==> src/rtl/spi_slave_if.sv <==
// Register-bus and SPI pin bundle for spi_slave.
interface spi_slave_if;
  logic [4:0]  addr;
  logic        we;
  logic        re;
  logic [31:0] wd;
  logic [31:0] rd;
  logic        irq;
  logic        spi_sck;
  logic        spi_cs;
  logic        spi_mosi;
  logic        spi_miso;
  logic        spi_miso_oe;

  modport slave (
    input  addr, we, re, wd, spi_sck, spi_cs, spi_mosi,
    output rd, irq, spi_miso, spi_miso_oe
  );

  modport master (
    output addr, we, re, wd, spi_sck, spi_cs, spi_mosi,
    input  rd, irq, spi_miso, spi_miso_oe
  );
endinterface

==> src/rtl/spi_slave.sv <==
// SPI target, one byte at a time MSB first, all four CPOL/CPHA modes, single-byte TX/RX holding.
// Pins are acted on 3 clk after a transition; no flow control beyond the RXNE/TXE/OVR flags.
module spi_slave #(
  parameter int SCK_DIV_MIN = 8
) (
  input  logic       clk,
  input  logic       rst,
  spi_slave_if.slave bus
);
  typedef enum logic {IDLE, ACTIVE} state_t;
  state_t state;

  logic [4:0] cr;
  logic       rxne, txe, ovr;
  logic [7:0] rx_data, tx_hold, tx_shift, rx_shift;
  logic [2:0] cnt;
  logic       sck_s1, sck_s2, sck_s3, cs_s1, cs_s2, cs_s3, mosi_s1, mosi_s2;
  logic [7:0] sck_gap;

  logic en, cpol, cpha, ie_rx, ie_txe, busy;
  assign en     = cr[0];
  assign cpol   = cr[1];
  assign cpha   = cr[2];
  assign ie_rx  = cr[3];
  assign ie_txe = cr[4];
  assign busy   = ~cs_s2;

  logic wr_cr, wr_sr, wr_txd, rd_rxd;
  assign wr_cr  = bus.we && (bus.addr == 5'h00);
  assign wr_sr  = bus.we && (bus.addr == 5'h04);
  assign wr_txd = bus.we && (bus.addr == 5'h08);
  assign rd_rxd = bus.re && (bus.addr == 5'h0C);

  logic cs_fall, sck_edge, lead, trail, sample, shift, leave, byte_done, reload, rxne_free;
  logic [7:0] rx_next;
  assign cs_fall   = cs_s3 & ~cs_s2;
  assign sck_edge  = sck_s3 ^ sck_s2;
  assign lead      = sck_edge && (sck_s3 == cpol);
  assign trail     = sck_edge && (sck_s2 == cpol);
  assign sample    = cpha ? trail : lead;
  assign shift     = cpha ? lead : trail;
  assign leave     = (state == ACTIVE) && (cs_s2 || !en);
  assign rx_next   = {rx_shift[6:0], mosi_s2};
  assign byte_done = (state == ACTIVE) && !leave && sample && (cnt == 3'd7);
  // A read of RXD in the same clk frees the slot, so a completing byte lands without overrun.
  assign rxne_free = !rxne || rd_rxd;
  assign reload    = ((state == IDLE) && cs_fall && en) ||
                     ((state == ACTIVE) && !leave &&
                      ((byte_done && cpha) || (shift && (cnt == 3'd0) && !cpha)));

  always_ff @(posedge clk) begin
    if (rst) begin
      state    <= IDLE;
      cr       <= '0;
      rxne     <= 1'b0;
      txe      <= 1'b1;
      ovr      <= 1'b0;
      rx_data  <= 8'h00;
      tx_hold  <= 8'hFF;
      tx_shift <= 8'hFF;
      rx_shift <= 8'h00;
      cnt      <= 3'd0;
      sck_s1   <= 1'b0; sck_s2  <= 1'b0; sck_s3 <= 1'b0;
      cs_s1    <= 1'b1; cs_s2   <= 1'b1; cs_s3  <= 1'b1;
      mosi_s1  <= 1'b0; mosi_s2 <= 1'b0;
      sck_gap  <= 8'hFF;
    end else begin
      sck_s1  <= bus.spi_sck;  sck_s2  <= sck_s1; sck_s3 <= sck_s2;
      cs_s1   <= bus.spi_cs;   cs_s2   <= cs_s1;  cs_s3  <= cs_s2;
      mosi_s1 <= bus.spi_mosi; mosi_s2 <= mosi_s1;
      if (sck_edge)              sck_gap <= 8'd1;
      else if (sck_gap != 8'hFF) sck_gap <= sck_gap + 8'd1;

      if (wr_cr)  cr      <= bus.wd[4:0];
      if (wr_txd) tx_hold <= bus.wd[7:0];

      if (wr_txd)      txe <= 1'b0;
      else if (reload) txe <= 1'b1;

      if (byte_done && rxne_free) begin
        rx_data <= rx_next;
        rxne    <= 1'b1;
      end else if (rd_rxd) begin
        rxne    <= 1'b0;
      end

      if (byte_done && !rxne_free)    ovr <= 1'b1;
      else if (wr_sr && bus.wd[2])    ovr <= 1'b0;

      if (reload) tx_shift <= txe ? 8'hFF : tx_hold;

      case (state)
        IDLE: begin
          if (cs_fall && en) begin
            state <= ACTIVE;
            cnt   <= 3'd0;
          end
        end
        ACTIVE: begin
          if (leave) begin
            state <= IDLE;
            cnt   <= 3'd0;
          end else begin
            if (sample) begin
              rx_shift <= rx_next;
              cnt      <= cnt + 3'd1;
            end
            if (shift && (cnt != 3'd0)) tx_shift <= {tx_shift[6:0], 1'b0};
          end
        end
        default: state <= IDLE;
      endcase
    end
  end

  assign bus.spi_miso    = (state == ACTIVE) ? tx_shift[7] : 1'b1;
  assign bus.spi_miso_oe = (state == ACTIVE);
  assign bus.irq         = (ie_rx & (rxne | ovr)) | (ie_txe & txe);

  always_comb begin
    bus.rd = '0;
    case (bus.addr)
      5'h00:   bus.rd = {27'b0, cr};
      5'h04:   bus.rd = {28'b0, busy, ovr, txe, rxne};
      5'h08:   bus.rd = {24'b0, tx_hold};
      5'h0C:   bus.rd = {24'b0, rx_data};
      default: bus.rd = '0;
    endcase
  end

  // Detected SCK edges during a transfer must be at least half the minimum divider apart.
  sck_rate: assert property (@(posedge clk) disable iff (rst)
    ((state == ACTIVE) && sck_edge) |-> (sck_gap >= 8'(SCK_DIV_MIN / 2)));
endmodule

==> src/flat_wrapper.sv <==
// flat-port wrapper written by rule: the top's interface ports become plain ports
module spi_slave_flat 
#(
  parameter int SCK_DIV_MIN = 8
)
  (clk, rst, bus_addr, bus_we, bus_re, bus_wd, bus_spi_sck, bus_spi_cs, bus_spi_mosi, bus_rd, bus_irq, bus_spi_miso, bus_spi_miso_oe);
  spi_slave_if bus_i ();
  input  logic clk;
  input  logic rst;
  input wire logic [$bits(bus_i.addr)-1:0] bus_addr;
  input wire logic [$bits(bus_i.we)-1:0] bus_we;
  input wire logic [$bits(bus_i.re)-1:0] bus_re;
  input wire logic [$bits(bus_i.wd)-1:0] bus_wd;
  input wire logic [$bits(bus_i.spi_sck)-1:0] bus_spi_sck;
  input wire logic [$bits(bus_i.spi_cs)-1:0] bus_spi_cs;
  input wire logic [$bits(bus_i.spi_mosi)-1:0] bus_spi_mosi;
  output wire logic [$bits(bus_i.rd)-1:0] bus_rd;
  output wire logic [$bits(bus_i.irq)-1:0] bus_irq;
  output wire logic [$bits(bus_i.spi_miso)-1:0] bus_spi_miso;
  output wire logic [$bits(bus_i.spi_miso_oe)-1:0] bus_spi_miso_oe;
  assign bus_i.addr = bus_addr;
  assign bus_i.we = bus_we;
  assign bus_i.re = bus_re;
  assign bus_i.wd = bus_wd;
  assign bus_i.spi_sck = bus_spi_sck;
  assign bus_i.spi_cs = bus_spi_cs;
  assign bus_i.spi_mosi = bus_spi_mosi;
  assign bus_rd = bus_i.rd;
  assign bus_irq = bus_i.irq;
  assign bus_spi_miso = bus_i.spi_miso;
  assign bus_spi_miso_oe = bus_i.spi_miso_oe;
  spi_slave #(.SCK_DIV_MIN(SCK_DIV_MIN)) u_core (.clk(clk), .rst(rst), .bus(bus_i));
endmodule
==> config.mk <==
export PLATFORM = sky130hd
export DESIGN_NAME = spi_slave_flat
export DESIGN_NICKNAME = d
export VERILOG_FILES = /design/src/rtl/spi_slave_if.sv /design/src/rtl/spi_slave.sv /design/src/flat_wrapper.sv
export SDC_FILE = /design/constraint.sdc
export NUM_CORES = 1
export LEC_CHECK = 0
export ABC_AREA = 1
export CORE_MARGIN = 2
export CORE_UTILIZATION = 50
export CTS_BUF_LIST = sky130_fd_sc_hd__clkbuf_8
export DETAILED_ROUTE_END_ITERATION = 6
export PLACE_DENSITY = 0.85
export SYNTH_ARGS = -nofsm -noshare
export SYNTH_HDL_FRONTEND = slang
export SYNTH_SLANG_ARGS = --single-unit
export TNS_END_PERCENT = 10
==> constraint.sdc <==
create_clock -name clk -period 4 [get_ports clk]
set_clock_uncertainty 0.2 [all_clocks]
set_input_delay 0.8 -clock clk [delete_from_list [all_inputs] [get_ports clk]]
set_output_delay 0.8 -clock clk [all_outputs]
set_load 0.02 [all_outputs]
==> run_results.csv <==
group,metric,value,unit
sta,period_share,0.9282,
sta,slew-limit-headroom,0.5509,
power,p_leak,0.001326,µW
worst_setup_path,crit_fanout,8,
synth,ys_seq_area_frac,0.4004,
worst_setup_path,rr_worst_depth,5,
cells_and_area,fillers,452,
detailed_routing,num_vias,2165,
cells_and_area,final_core_util,0.6052,
clock_tree,hold_buffers,0,
worst_setup_path,r2r-end,"u_core.cnt[0]$_SDFFE_PP0P_",
placement,hpwlAfterDp,4.155,mm
floorplan,die_y,75.42,µm
synth,synth-seq-cells,51,
sta,min_period,3.713,ns
synth,synth_commonest_cells,"nand2_1, dfxtp_1, inv_1",
placement,place_ws,0.3226,ns
detailed_routing,wl_met3,207,µm
detailed_routing,finalWirelength,5.481,mm
synth,synth.area.top_cells,"dfxtp_1, nand2_1, buf_4",
cells_and_area,multi_input_area,1226,µm²
global_routing,grt_overflow_total,0,
floorplan,rows,25,
clock_tree,cts_buffers,5,
synth,synth_top_area_frac,0.4004,
synth,synth_area_per_cell,7.544,µm²
sta,drv_slew,0,
synth,async_flop_share,0,
power,powerDensity,328.7,nW/µm²
run,maxCapViolCount,0,
global_routing,antenna_found_initial,0,
clock_tree,cts.sinks,51,
floorplan,start_util,0.5294,
sta,rsz0062_at_grt,"false",
worst_setup_path,crit_end,"bus_rd[2]",
clock_tree,post_cts_buffers,0,
clock_tree,clk_latency,0.31,ns
detailed_routing,avgViaCountPerCell,4.977,
synth,netlist_instances,338,
sta,holdWs,0.2056,ns
synth,syn-cell-area,2550,µm²
synth,yosysTopAreaCell,"dfxtp_1",
placement,dpl.cell_count,427,
floorplan,fp.dieW,75.42,µm
detailed_routing,top_layer,"met4",
sta,worst_pin_slew,0.6716,ns
cells_and_area,layoutNonFillerInstCount,435,
detailed_routing,firstDrtPassIters,4,
placement,port_buffers,30,
synth,ys_warn_count,0,
clock_tree,tritoncts,"built",
sta,clock.fmax,0.2693,GHz
global_routing,grt_pass1_vias,2060,
cells_and_area,area_delta_synth_final,14.33,%
detailed_routing,wl_met1,2.522,mm
detailed_routing,met2_wirelength,2.648,mm
sta,hold_viol,0,
worst_setup_path,worstSetupPathType,"in2out",
placement,gp_congestion,0.8711,
sta,finalSetupViolCount,0,
sta,fin_tns_setup,0,ns
detailed_routing,drt_iter0_drc,129,
floorplan,ios,79,
synth,synth_ff_type,"dfxtp_1",
worst_setup_path,cp.arrival,2.71,ns
clock_tree,max-clock-path-buffers,2,
cells_and_area,drive_gt1_frac,0.1440,
synth,synth.distinct_cells,35,
global_routing,grt_max_degree,30,
worst_setup_path,end_kind,"primary output",
worst_setup_path,r2r_slack,2.00,ns
worst_setup_path,regToRegStartpoint,"u_core.bus.spi_miso_oe$_SDFF_PP0_",
detailed_routing,drc_errors,0,
global_routing,grt_pass1_wl,8.845,mm
worst_setup_path,cp-startpoint,"bus_addr[1]",
worst_setup_path,required,3.00,ns
cells_and_area,n_antenna_cell,0,
status,status,"completed",
clock_tree,cts-resized-gates,0,
worst_setup_path,startpoint_type,"primary input",
worst_hold_path,hold_path.class,"reg2reg",
synth,synth.most_common_cell,"nand2_1",
synth,synth_edf_count,0,
detailed_routing,wl_per_cell,12.60,µm
clock_tree,htree_levels,2,
clock_tree,clock-root-buffer,"clkbuf_8",
floorplan,core-area,4817,µm²
clock_tree,clkTransAtPathRegs,0.09,ns
detailed_routing,drtAntennaViolNets,0,
power,ir_drop,0.2494,mV
cells_and_area,regArea,1021,µm²
cells_and_area,final_nets,414,
global_routing,track_usage,0.2035,
floorplan,die_area,5687,µm²
sta,fin_ws,0.2870,ns
power breakdown:
group,internal [µW],switching [µW],leakage (µW)
Sequential,513,3.23,0.000413
Clock,186,177,0.0000581
Combinational,28.2,50.7,0.000855
cells by family after synthesis:
group | count (synthesis) | synth area share
compound gates | 60 | 0.1354
flops | 51 | 0.4004
simple gates | 148 | 0.2954
buf+inv | 75 | 0.1526
other cells | 1 | 0.001471
fa+ha+maj | 3 | 0.01472
layout by cell type, fill, tap and decap left out, types with 5 or more instances in the layout:
| cell type | count |
|---|---|
| a21oi_1 | 29 |
| clkbuf_8 | 5 |
| clkdlybuf4s50_1 | 30 |
| conb_1 | 24 |
| dfxtp_1 | 51 |
| inv_1 | 33 |
| inv_2 | 9 |
| nand2_1 | 66 |
| nand2_2 | 13 |
| nand3_1 | 29 |
| nand3_2 | 5 |
| nor2_1 | 21 |
| o21ai_0 | 16 |
flip-flops by register name, summed over array words and instances, names as in the netlist:
signal,flops
u_core.cs_s1,1
u_core.sck_s3,1
u_core.mosi_s2,1
u_core.sck_s1,1
u_core.cs_s2,1
u_core.ovr,1
u_core.txe,1
u_core.cnt,3
u_core.rx_shift,7
u_core.sck_s2,1
u_core.rx_data,8
u_core.tx_hold,8
u_core.cs_s3,1
u_core.bus.spi_miso_oe,1
u_core.rxne,1
u_core.mosi_s1,1
u_core.tx_shift,8
u_core.cr,5
cell type report:
class / count / share of cell area
inverter: 43 / 0.05622
sequential: 51 / 0.3502
clock buffer: 5 / 0.02361
multi-input combinational: 235 / 0.4206
tap: 67 / 0.02876
timing repair buffer: 31 / 0.1056
clock inverter: 3 / 0.01502
routing by layer:
layer / track usage / vias up
met2: 0.3449 / 57
met5: 0 / -
met4: 0.07797 / 0
met3: 0.03571 / 14
met1: 0.2586 / 994
li1: - / 1100
per-stage QoR:
stage,instance area [µm²],total power [µW]
final,2915,958.2
after global routing,2915,989.4
after CTS,2915,958.9
after detailed placement,2803,605.7
after global placement,2803,604.3
after floorplan,2636,592.2
worst min-delay path by stage:
stage                                    startpoint                         to  depth (start not counted)  slack (ns)
after global placement      u_core.cs_s1$_SDFF_PP1_    u_core.cs_s2$_SDFF_PP1_                          1        0.19
after detailed placement  u_core.mosi_s1$_SDFF_PP0_  u_core.mosi_s2$_SDFF_PP0_                          2        0.20
final                     u_core.mosi_s1$_SDFF_PP0_  u_core.mosi_s2$_SDFF_PP0_                          2        0.21
after global routing      u_core.mosi_s1$_SDFF_PP0_  u_core.mosi_s2$_SDFF_PP0_                          2        0.23
after floorplan           u_core.mosi_s1$_SDFF_PP0_  u_core.mosi_s2$_SDFF_PP0_                          2        0.19
after CTS                 u_core.mosi_s1$_SDFF_PP0_  u_core.mosi_s2$_SDFF_PP0_                          2        0.21
worst max-delay path: stages:
cell and delay [ns]:
clkdlybuf4s50_1 0.41, nor2_2 0.20, nand3_1 0.17, inv_1 0.22
nand2_1 0.10, o2111ai_1 0.14, clkdlybuf4s50_1 0.66
No activity file was read; power rests on OpenSTA's default activity.
